**src/rtl/mac_pkg.sv**
```systemverilog
// mac_pkg: shared mode encodings, readback addresses and signed range helpers for mac_pe
package mac_pkg;
    typedef enum logic {MODE_WS = 1'b0, MODE_OS = 1'b1} mode_e;
    localparam logic [2:0] JA_WEIGHT = 3'd0;
    localparam logic [2:0] JA_SHADOW = 3'd1;
    localparam logic [2:0] JA_DATA = 3'd2;
    localparam logic [2:0] JA_PSUM = 3'd3;
    localparam logic [2:0] JA_ACC = 3'd4;
    localparam logic [2:0] JA_RES = 3'd5;
    localparam logic [2:0] JA_STAT = 3'd6;
    function automatic logic signed [63:0] smax(input int w);
        return (64'sd1 <<< (w - 1)) - 64'sd1;
    endfunction
    function automatic logic signed [63:0] smin(input int w);
        return -(64'sd1 <<< (w - 1));
    endfunction
endpackage

```
**src/rtl/booth_randix4_mul.sv**
```systemverilog
// booth_randix4_mul: combinational signed radix-4 Booth multiplier
module booth_randix4_mul #(
    parameter int W = 8
) (
    input  logic signed [W-1:0]   a,
    input  logic signed [W-1:0]   b,
    output logic signed [2*W-1:0] p
);
    localparam int N = (W + 1) / 2;
    logic signed [2*N:0] bx;
    logic signed [2*W-1:0] ax;
    logic signed [2*W-1:0] mag;
    logic signed [2*W-1:0] pp;
    logic [2:0] sel;
    assign bx = (2*N+1)'($signed({b, 1'b0}));
    assign ax = (2*W)'(a);
    always_comb begin
        p = '0;
        sel = '0;
        mag = '0;
        pp = '0;
        for (int i = 0; i < N; i++) begin
            sel = bx[2*i+2 -: 3];
            mag = (sel[1] ^ sel[0]) ? ax : (sel[2] ^ sel[1]) ? ax <<< 1 : '0;
            pp = sel[2] ? -mag : mag;
            p = p + (pp <<< (2 * i));
        end
    end
endmodule

```
**src/rtl/sat_add.sv**
```systemverilog
// sat_add: exact signed add of two IN_W operands, clamped to OUT_W with a clamp flag
module sat_add
    import mac_pkg::*;
#(
    parameter int IN_W  = 16,
    parameter int OUT_W = 16
) (
    input  logic signed [IN_W-1:0]  a,
    input  logic signed [IN_W-1:0]  b,
    output logic signed [OUT_W-1:0] y,
    output logic                    sat
);
    localparam logic signed [IN_W:0] HI = (IN_W+1)'(smax(OUT_W));
    localparam logic signed [IN_W:0] LO = (IN_W+1)'(smin(OUT_W));
    logic signed [IN_W:0] sum;
    assign sum = (IN_W+1)'(a) + (IN_W+1)'(b);
    assign y = sum > HI ? OUT_W'(HI) : sum < LO ? OUT_W'(LO) : OUT_W'(sum);
    assign sat = sum > HI || sum < LO;
endmodule

```
**src/rtl/mac_pe.sv**
```systemverilog
// mac_pe: systolic PE with double-buffered weight, WS/OS modes and saturating accumulate
module mac_pe
    import mac_pkg::*;
#(
    parameter int W     = 8,
    parameter int ACC_W = 16
) (
    input  logic                    clk,
    input  logic                    rst,
    input  logic                    step_i,
    input  logic                    mode_i,
    input  logic signed [W-1:0]     data_i,
    input  logic signed [ACC_W-1:0] psum_i,
    input  logic                    wr_weight_v_i,
    input  logic signed [W-1:0]     weight_i,
    input  logic                    swap_i,
    input  logic                    drain_i,
    input  logic                    clear_sat_i,
    input  logic [2:0]              jtag_ureg_addr_i,
    output logic [ACC_W-1:0]        jtag_ureg_data_o,
    output logic signed [W-1:0]     data_o,
    output logic signed [ACC_W-1:0] res_o,
    output logic                    res_v_o,
    output logic                    sat_o
);
    localparam int E = (2 * W > ACC_W) ? 2 * W : ACC_W;
    logic signed [W-1:0] data_q, weight_q, shadow_q;
    logic signed [ACC_W-1:0] psum_q, acc_q, res_q;
    logic res_v_q, sat_q;
    mode_e mode_q;
    logic signed [2*W-1:0] mul;
    logic signed [ACC_W-1:0] ps_res, acc_res;
    logic ps_sat, acc_sat, upd, sat_set;
    booth_randix4_mul #(.W(W)) u_mul (.a(weight_q), .b(data_q), .p(mul));
    sat_add #(.IN_W(E), .OUT_W(ACC_W)) u_ps (.a(E'(mul)), .b(E'(psum_q)), .y(ps_res), .sat(ps_sat));
    sat_add #(.IN_W(E), .OUT_W(ACC_W)) u_acc (.a(E'(acc_q)), .b(E'(mul)), .y(acc_res), .sat(acc_sat));
    // a pending mode change suppresses the compute update for one cycle
    assign upd = step_i && (mode_i == mode_q);
    assign sat_set = upd && (mode_q == MODE_WS ? ps_sat : acc_sat);
    always_ff @(posedge clk) begin
        if (rst) begin
            data_q <= '0;
            psum_q <= '0;
            weight_q <= '0;
            shadow_q <= '0;
            acc_q <= '0;
            res_q <= '0;
            res_v_q <= 1'b0;
            sat_q <= 1'b0;
            mode_q <= MODE_WS;
        end else begin
            mode_q <= mode_e'(mode_i);
            if (step_i) begin
                data_q <= data_i;
                psum_q <= psum_i;
            end
            if (wr_weight_v_i) shadow_q <= weight_i;
            if (swap_i) weight_q <= wr_weight_v_i ? weight_i : shadow_q;
            sat_q <= sat_set ? 1'b1 : clear_sat_i ? 1'b0 : sat_q;
            res_v_q <= 1'b0;
            if (mode_i != mode_q) begin
                acc_q <= '0;
            end else if (step_i) begin
                if (mode_q == MODE_WS) begin
                    res_q <= ps_res;
                    res_v_q <= 1'b1;
                end else if (drain_i) begin
                    res_q <= acc_res;
                    acc_q <= '0;
                    res_v_q <= 1'b1;
                end else begin
                    acc_q <= acc_res;
                    res_q <= psum_q;
                end
            end
        end
    end
    assign data_o = data_q;
    assign res_o = res_q;
    assign res_v_o = res_v_q;
    assign sat_o = sat_q;
    always_comb begin
        jtag_ureg_data_o = '0;
        case (jtag_ureg_addr_i)
            JA_WEIGHT: jtag_ureg_data_o = ACC_W'(weight_q);
            JA_SHADOW: jtag_ureg_data_o = ACC_W'(shadow_q);
            JA_DATA:   jtag_ureg_data_o = ACC_W'(data_q);
            JA_PSUM:   jtag_ureg_data_o = psum_q;
            JA_ACC:    jtag_ureg_data_o = acc_q;
            JA_RES:    jtag_ureg_data_o = res_q;
            JA_STAT:   jtag_ureg_data_o = ACC_W'({mode_q, sat_q, res_v_q});
            default:   jtag_ureg_data_o = '0;
        endcase
    end
endmodule

```
**config.mk**
```make
export PLATFORM = sky130hd
export DESIGN_NAME = mac_pe
export DESIGN_NICKNAME = d
export VERILOG_FILES = /design/src/rtl/mac_pkg.sv /design/src/rtl/booth_randix4_mul.sv /design/src/rtl/sat_add.sv /design/src/rtl/mac_pe.sv
export SDC_FILE = /design/constraint.sdc
export NUM_CORES = 1
export LEC_CHECK = 0
export ABC_AREA = 1
export BUFFER_PORTS_ARGS = -buffer_cell sky130_fd_sc_hd__buf_2
export CORE_AREA = 2 2 125 127
export DETAILED_ROUTE_END_ITERATION = 8
export DIE_AREA = 0 0 127 129
export PLACE_DENSITY = 0.81
export SETUP_SLACK_MARGIN = 0.4
export SYNTH_ARGS = -nofsm -noshare
export SYNTH_HDL_FRONTEND = slang
export SYNTH_SLANG_ARGS = --single-unit
```
**constraint.sdc**
```tcl
create_clock -name clk -period 6.8 [get_ports clk]
set_input_delay 1.02 -clock clk [delete_from_list [all_inputs] [get_ports clk]]
set_output_delay 1.02 -clock clk [all_outputs]
set_load 0.1 [all_outputs]
```
* Yosys cells after proc, flatten, opt, wreduce, memory -nomap -nowiden *
Cells that the tools add are included.

storage, ports and cells
  bits of input ports = 43
  output and inout port bits = 42
  word-level logic and storage cells = 75
  register bits = 75

operators by class
  mux-type cells = 26
  reduce and logical (&&, ||, !) cells = 10
  add/subtract/negate cells = 9
  equal/unequal tests = 8
  bitwise operators = 9
  $lt $le $gt $ge = 4

operator list
  kind                                                          number
  2-to-1 mux 16 bit                                             10
  case mux 16 bit (7 select lines)                              1
  adder 16 bit                                                  3
  2-to-1 mux 14 bit                                             3
  2-to-1 mux 12 bit                                             3
  adder 16 x 16 -> 17 bit                                       2
  > comparator 17 x 16 -> 1 bit, second input constant          2
  less-than comparator 17 x 16 -> 1 bit, second input constant  2
  2-to-1 mux 10 bit                                             3
  negator 16 bit                                                1
  negator 14 bit                                                1
  negator 12 bit                                                1
  negator 10 bit                                                1
  == test 3 bit, second input constant                          3
  2-to-1 mux 8 bit                                              1
  bitwise XOR 1 bit                                             7
  == test 3 x 2 -> 1 bit, second input constant                 2
  2-to-1 mux 1 bit                                              5
  AND reduction 2 bit                                           2
  == test 3 x 1 -> 1 bit, second input constant                 1
  zero test 3 bit                                               1
  OR reduction 3 bit                                            1
  logical AND 1 bit                                             2
  logical OR 1 bit                                              2
  5 further kinds                                               6

* Depth between registers and ports, before layout *
  word-level depth = 14
  mapped depth = 48
  depth with buffers taken out = 45

* Cells and area by module *
Synthesis repeated with hierarchy kept, for this count alone.

unflattened totals
  cells, all modules = 1540
  area total of the unflattened synthesis = 9307.7 sq um

by module, submodules not included
  module             cells each  area each (sq um)  sequential area each (sq um)  instances
  mac_pe             645         4224.1             1501.4                        1
  booth_randix4_mul  475         2771.4             0.0                           1
  sat_add            210         1156.1             0.0                           2

* Worst setup path before layout *
OpenSTA, ideal clock, no wires.

  path type = reg-to-reg
  from = reg data_q[3] (netlist: data_o[3])
  to = reg res_q[10] (netlist: res_o[10])
  clock period less this slack = 6.780 ns
  data required time = 6.691 ns
  setup slack = 0.020 ns
  data arrival time = 6.671 ns
  path buffers = 3
  setup time = 0.109 ns
  stages on the path, launching flop included = 47
  cells stage by stage = dfxtp_1 > buf_6 > inv_4 > buf_8 > nand2_2 > nand2_2 > nand2_1 > o22ai_1 > inv_1 > ha_1 > inv_1 > nor4_2 > nand3_1 > nor3_2 > nor2_1 > nand2_1 > nand2_1 > inv_2 > [... 11 more ...] > o21ai_0 > a21o_1 > a21oi_1 > nand3_1 > nand2_1 > ha_1 > nand4_1 > nor3_1 > nand2_1 > nand3_1 > nand2_1 > nand2_1 > buf_4 > nand3_1 > nand2_1 > nand3_1 > nand2_1 > inv_1

on the way
  longest elaborated chain between the ends = 14
  elaborated cells on any way between the ends = 24
  those cells by class = add/sub (7); order compare (4); mux (11); bitwise (2)

RTL lines
  what                                   line                     RTL
  start: declaration                     mac_pe.sv:27             logic signed [W-1:0] data_q, weight_q, shadow_q;
  start signal: assignment               mac_pe.sv:54             data_q <= data_i;
  bitwise XOR 1 bit                      booth_randix4_mul.sv:24  mag = (sel[1] ^ sel[0]) ? ax : (sel[2] ^ sel[1]) ? ax <<< 1 : '0;
  2-to-1 mux 14 bit (2 in a row)         booth_randix4_mul.sv:24
  negator 14 bit                         booth_randix4_mul.sv:25  pp = sel[2] ? -mag : mag;
  2-to-1 mux 14 bit                      booth_randix4_mul.sv:25
  adder 16 bit                           booth_randix4_mul.sv:26  p = p + (pp <<< (2 * i));
  adder 16 bit * (2 in a row)            booth_randix4_mul.sv:26
  adder 16 x 16 -> 17 bit                sat_add.sv:16            assign sum = (IN_W+1)'(a) + (IN_W+1)'(b);
  less-than comparator 17 x 16 -> 1 bit  sat_add.sv:17            assign y = sum > HI ? OUT_W'(HI) : sum < LO ? OUT_W'(LO) : OUT_W'(sum);
  2-to-1 mux 16 bit (2 in a row)         sat_add.sv:17
  2-to-1 mux 16 bit                      mac_pe.sv:67             end else if (drain_i) begin
  2-to-1 mux 16 bit *                    mac_pe.sv:64             if (mode_q == MODE_WS) begin
  end signal: assignment                 mac_pe.sv:65             res_q <= ps_res;
  end signal: assignment                 mac_pe.sv:68             res_q <= acc_res;
  end signal: assignment                 mac_pe.sv:73             res_q <= psum_q;
  end: declaration                       mac_pe.sv:28             logic signed [ACC_W-1:0] psum_q, acc_q, res_q;

Mark *: on every way between the ends. The rest lies on a longest branch, timed or not.
A chain may end at the register's enable or synchronous reset.

* Final worst setup path *
  from = reg data_q[2] (netlist: data_o[2])
  to = reg res_q[10] (netlist: res_o[10])

on the way
  longest elaborated chain between the ends = 14
  elaborated cells on any way between the ends = 21
  those cells by class = add/sub (6); order compare (4); mux (9); bitwise (2)

RTL lines
  what                                   line
  bitwise XOR 1 bit                      booth_randix4_mul.sv:24
  2-to-1 mux 14 bit                      booth_randix4_mul.sv:24
  2-to-1 mux 14 bit *                    booth_randix4_mul.sv:24
  negator 14 bit                         booth_randix4_mul.sv:25
  2-to-1 mux 14 bit *                    booth_randix4_mul.sv:25
  adder 16 bit * (3 in a row)            booth_randix4_mul.sv:26
  adder 16 x 16 -> 17 bit                sat_add.sv:16
  less-than comparator 17 x 16 -> 1 bit  sat_add.sv:17
  2-to-1 mux 16 bit (2 in a row)         sat_add.sv:17
  2-to-1 mux 16 bit                      mac_pe.sv:67
  2-to-1 mux 16 bit *                    mac_pe.sv:64

Marks and branches as above.

==> results.yml <==
run_status:
  status: "finished, final reports clean"
timing:
  max_freq_mhz: 159
  holdWs_ns: 0.487
  setup_ws_ns: 0.501
  worst_pin_slew_ns: 0.988
  rsz0062_at_grt: "true"
  final_hold_viol_count: 0
  final_max_slew_viol_count: 0
  min_period_over_period_pct: 92.6
  fin_crit_ns: 6.30
  finalSetupViolations: 0
  setup-tns-final_ns: 0
  fin_skew_ns: 0.0113
  slew_headroom_pct: 34.1
floorplanning:
  row_count: 45
  core-area_um2: 15000
  die_w_um: 127
  die-height_um: 129
  pin_count: 85
  start_util_pct: 54.2
  dieArea_um2: 16400
grt:
  grt_use_total_pct: 30.4
  grt_max_degree: 40
  grt_overflow_total: 0
  grt_pass1_vias: 7973
  grt_pass1_wl_mm: 39.7
  antenna_found_initial: 0
critical_path:
  start_kind: "flop"
  rr_worst_depth: 41
  startpoint: "data_o[2]"
  crit_fanout: 8
  crit_family: "simple AND/OR/NAND/NOR gates"
  arrival_ns: 6.56
  reg2reg_slack_ns: 0.50
  r2r-end: "res_o[10]"
  end_kind: "flop"
  cp_slowest_cell: "fa_1"
  critical_path_class: "reg -> reg"
  path_common_cell: "nand2_1"
  critical_path_required_ns: 7.06
  cp_slowest_stage_delay_ns: 0.53
  reg2reg_from: "data_o[2]"
  worstPathBufferInverterCount: 6
drt:
  vias_per_cell: 5.76
  via_count: 9084
  final_antenna_net_count: 0
  wirelength_mm: 26.9
  drc: 0
  initialDrtViolationCount: 1097
  drt_pass1_iterations: 6
  routedWlPerCell_um: 17.0
worst_hold_path:
  hold_path_class: "reg -> reg"
  hp-start: "acc_q[6]"
  whs_path_depth: 2
  min_to: "acc_q[6]"
layout:
  n_fill_cell: 1321
  final_nets: 1502
  area_growth_pct: 19.6
  diodes: 0
  drive_above_1_share_pct: 19.4
  final_common_cell: "nand2_1"
  mostFrequentLayoutCells: "nand2_1, inv_1, nor2_1"
  final_util_pct: 64.8
clock_tree:
  cts_buffer_depth: 2
  numCtsBuffers: 9
  cts_num_sinks: 75
  cts_tree: "done"
  path_clk_slew_ns: 0.06
  clk_latency_ns: 0.36
  htreeDepth: 3
  cts_root_buf: "clkbuf_16"
  holdBufCountCts: 0
synthesis:
  ys_async_sr_fraction_pct: 0
  synth.avg_cell_area_um2: 6.25
  syn-num-nets: 1416
  ys_seq_area_share_pct: 18.5
  synth_edf_count: 0
  ys_ff_latch: 75
  netlist_instances: 1298
  ys.flop_type: "dfxtp_1"
  yosysWarnings: 0
  ys_types: 52
  syn_area_um2: 8110
place:
  io_buffers: 84
  post-dp-hpwl_mm: 19.5
  gp_congestion: 0.990
  post-place-ws_ns: 0.0802
power_and_ir_drop:
  p_per_area_nw_per_um2: 421
  leakage_uw: 0.00513
  p_total_uw: 4090
  vdd_drop_max_mv: 0.305
flow_run:
  max-cap-violations: 0
## per-stage QoR
step                      std cells  cell area [um^2]
after floorplan                1298              8120
after global placement         1537              8600
after detailed placement       1537              8600
after CTS                      1560              9070
after global routing           1577              9700
final                          1577              9700
## registers in the layout (all words and copies together), names as in the netlist
name,count
acc_q,16
psum_q,16
res_o,16
data_o,8
shadow_q,8
weight_q,8
mode_q,1
res_v_o,1
sat_o,1
## cell families (layout without fill, tap and decap cells)
group	after synthesis	after routing	synth area share (%)
AO/OA/AOI/OAI	208	208	15.3
XOR/XNOR	57	57	6.15
adder cells (fa/ha/maj)	75	75	13.7
buffers and inverters	251	341	12.9
flip-flops	75	75	18.5
multiplexers	8	8	0.987
AND/OR/NAND/NOR	624	625	32.5
## cells in the mapped netlist, types with 2 or more instances
master / count / area share, %
nand2_1: 349 / 16
inv_1: 199 / 9.2
nor2_1: 131 / 6.1
a21oi_1: 97 / 6.0
nand3_1: 80 / 4.9
dfxtp_1: 75 / 19
ha_1: 52 / 8.0
xor2_1: 39 / 4.2
o21ai_0: 38 / 2.3
clkbuf_1: 27 / 1.2
fa_1: 23 / 5.7
nand2_2: 18 / 1.4
xnor2_1: 18 / 1.9
nor3_1: 16 / 0.99
nor2_2: 11 / 0.85
o2111ai_1: 11 / 1.2
o211ai_1: 10 / 0.93
buf_6: 9 / 1.2
a221oi_1: 8 / 0.86
mux2i_1: 8 / 0.99
o21bai_1: 7 / 0.65
a31oi_1: 6 / 0.46
nand4_1: 6 / 0.46
o21a_1: 6 / 0.56
o22ai_1: 5 / 0.39
inv_2: 4 / 0.19
a21o_1: 3 / 0.28
a22oi_1: 3 / 0.28
buf_2: 3 / 0.19
o21ai_1: 3 / 0.19
clkinv_1: 2 / 0.093
inv_4: 2 / 0.15
inv_6: 2 / 0.22
nand2_4: 2 / 0.28
nand3_2: 2 / 0.25
nor3_2: 2 / 0.25
o21ai_2: 2 / 0.22
o21bai_2: 2 / 0.28
o221ai_1: 2 / 0.22
o31ai_1: 2 / 0.19
or2_2: 2 / 0.15
## what timing repair did
action                                  CTS  global route
resized for setup                        22           102
endpoints found under the setup margin   32            33
buffers inserted                          7            14
pin swaps                                 5            43
gates cloned                              0             3
## worst max-delay path by stage
stage | endpoint | slack, ns | depth (start not counted)
floorplan | res_o[10] | 0.44 | 45
global placement | res_o[14] | 0.30 | 44
detailed placement | res_o[8] | 0.08 | 44
CTS | res_o[8] | 0.41 | 38
global route | res_o[13] | 0.17 | 42
finish | res_o[10] | 0.50 | 41
## layout make-up
class / count / area (um^2) / area share [%]
sequential: 75 / 1520 / 15.7
multi-input combinational: 973 / 6110 / 62.9
tap: 188 / 235 / 2.42
timing repair buffer: 116 / 743 / 7.66
clock buffer: 9 / 225 / 2.32
inverter: 209 / 811 / 8.36
clock inverter: 7 / 58.8 / 0.606
## power breakdown
| part | total (uW) | internal [uW] | switching, uW |
|---|---|---|---|
| combinational | 3070 | 1080 | 1990 |
| clock | 482 | 254 | 228 |
| sequential | 533 | 482 | 51.2 |
## worst min-delay path, stage by stage, from the launching register on
cell	delay (ns)
dfxtp_1	0.32
nand2_1	0.06
a21oi_1	0.06
## metal layers
metal | routed length [um] | up-vias | part of all wire, % | GRT usage (%)
li1 | - | 4317 | - | -
met1 | 11100 | 4175 | 41 | 42.1
met2 | 12500 | 496 | 47 | 48.6
met3 | 2350 | 96 | 8.7 | 5.70
met4 | 875 | 0 | 3.3 | 8.99
met5 | 0 | - | 0 | 0
No activity file was read; power rests on OpenSTA's default activity.
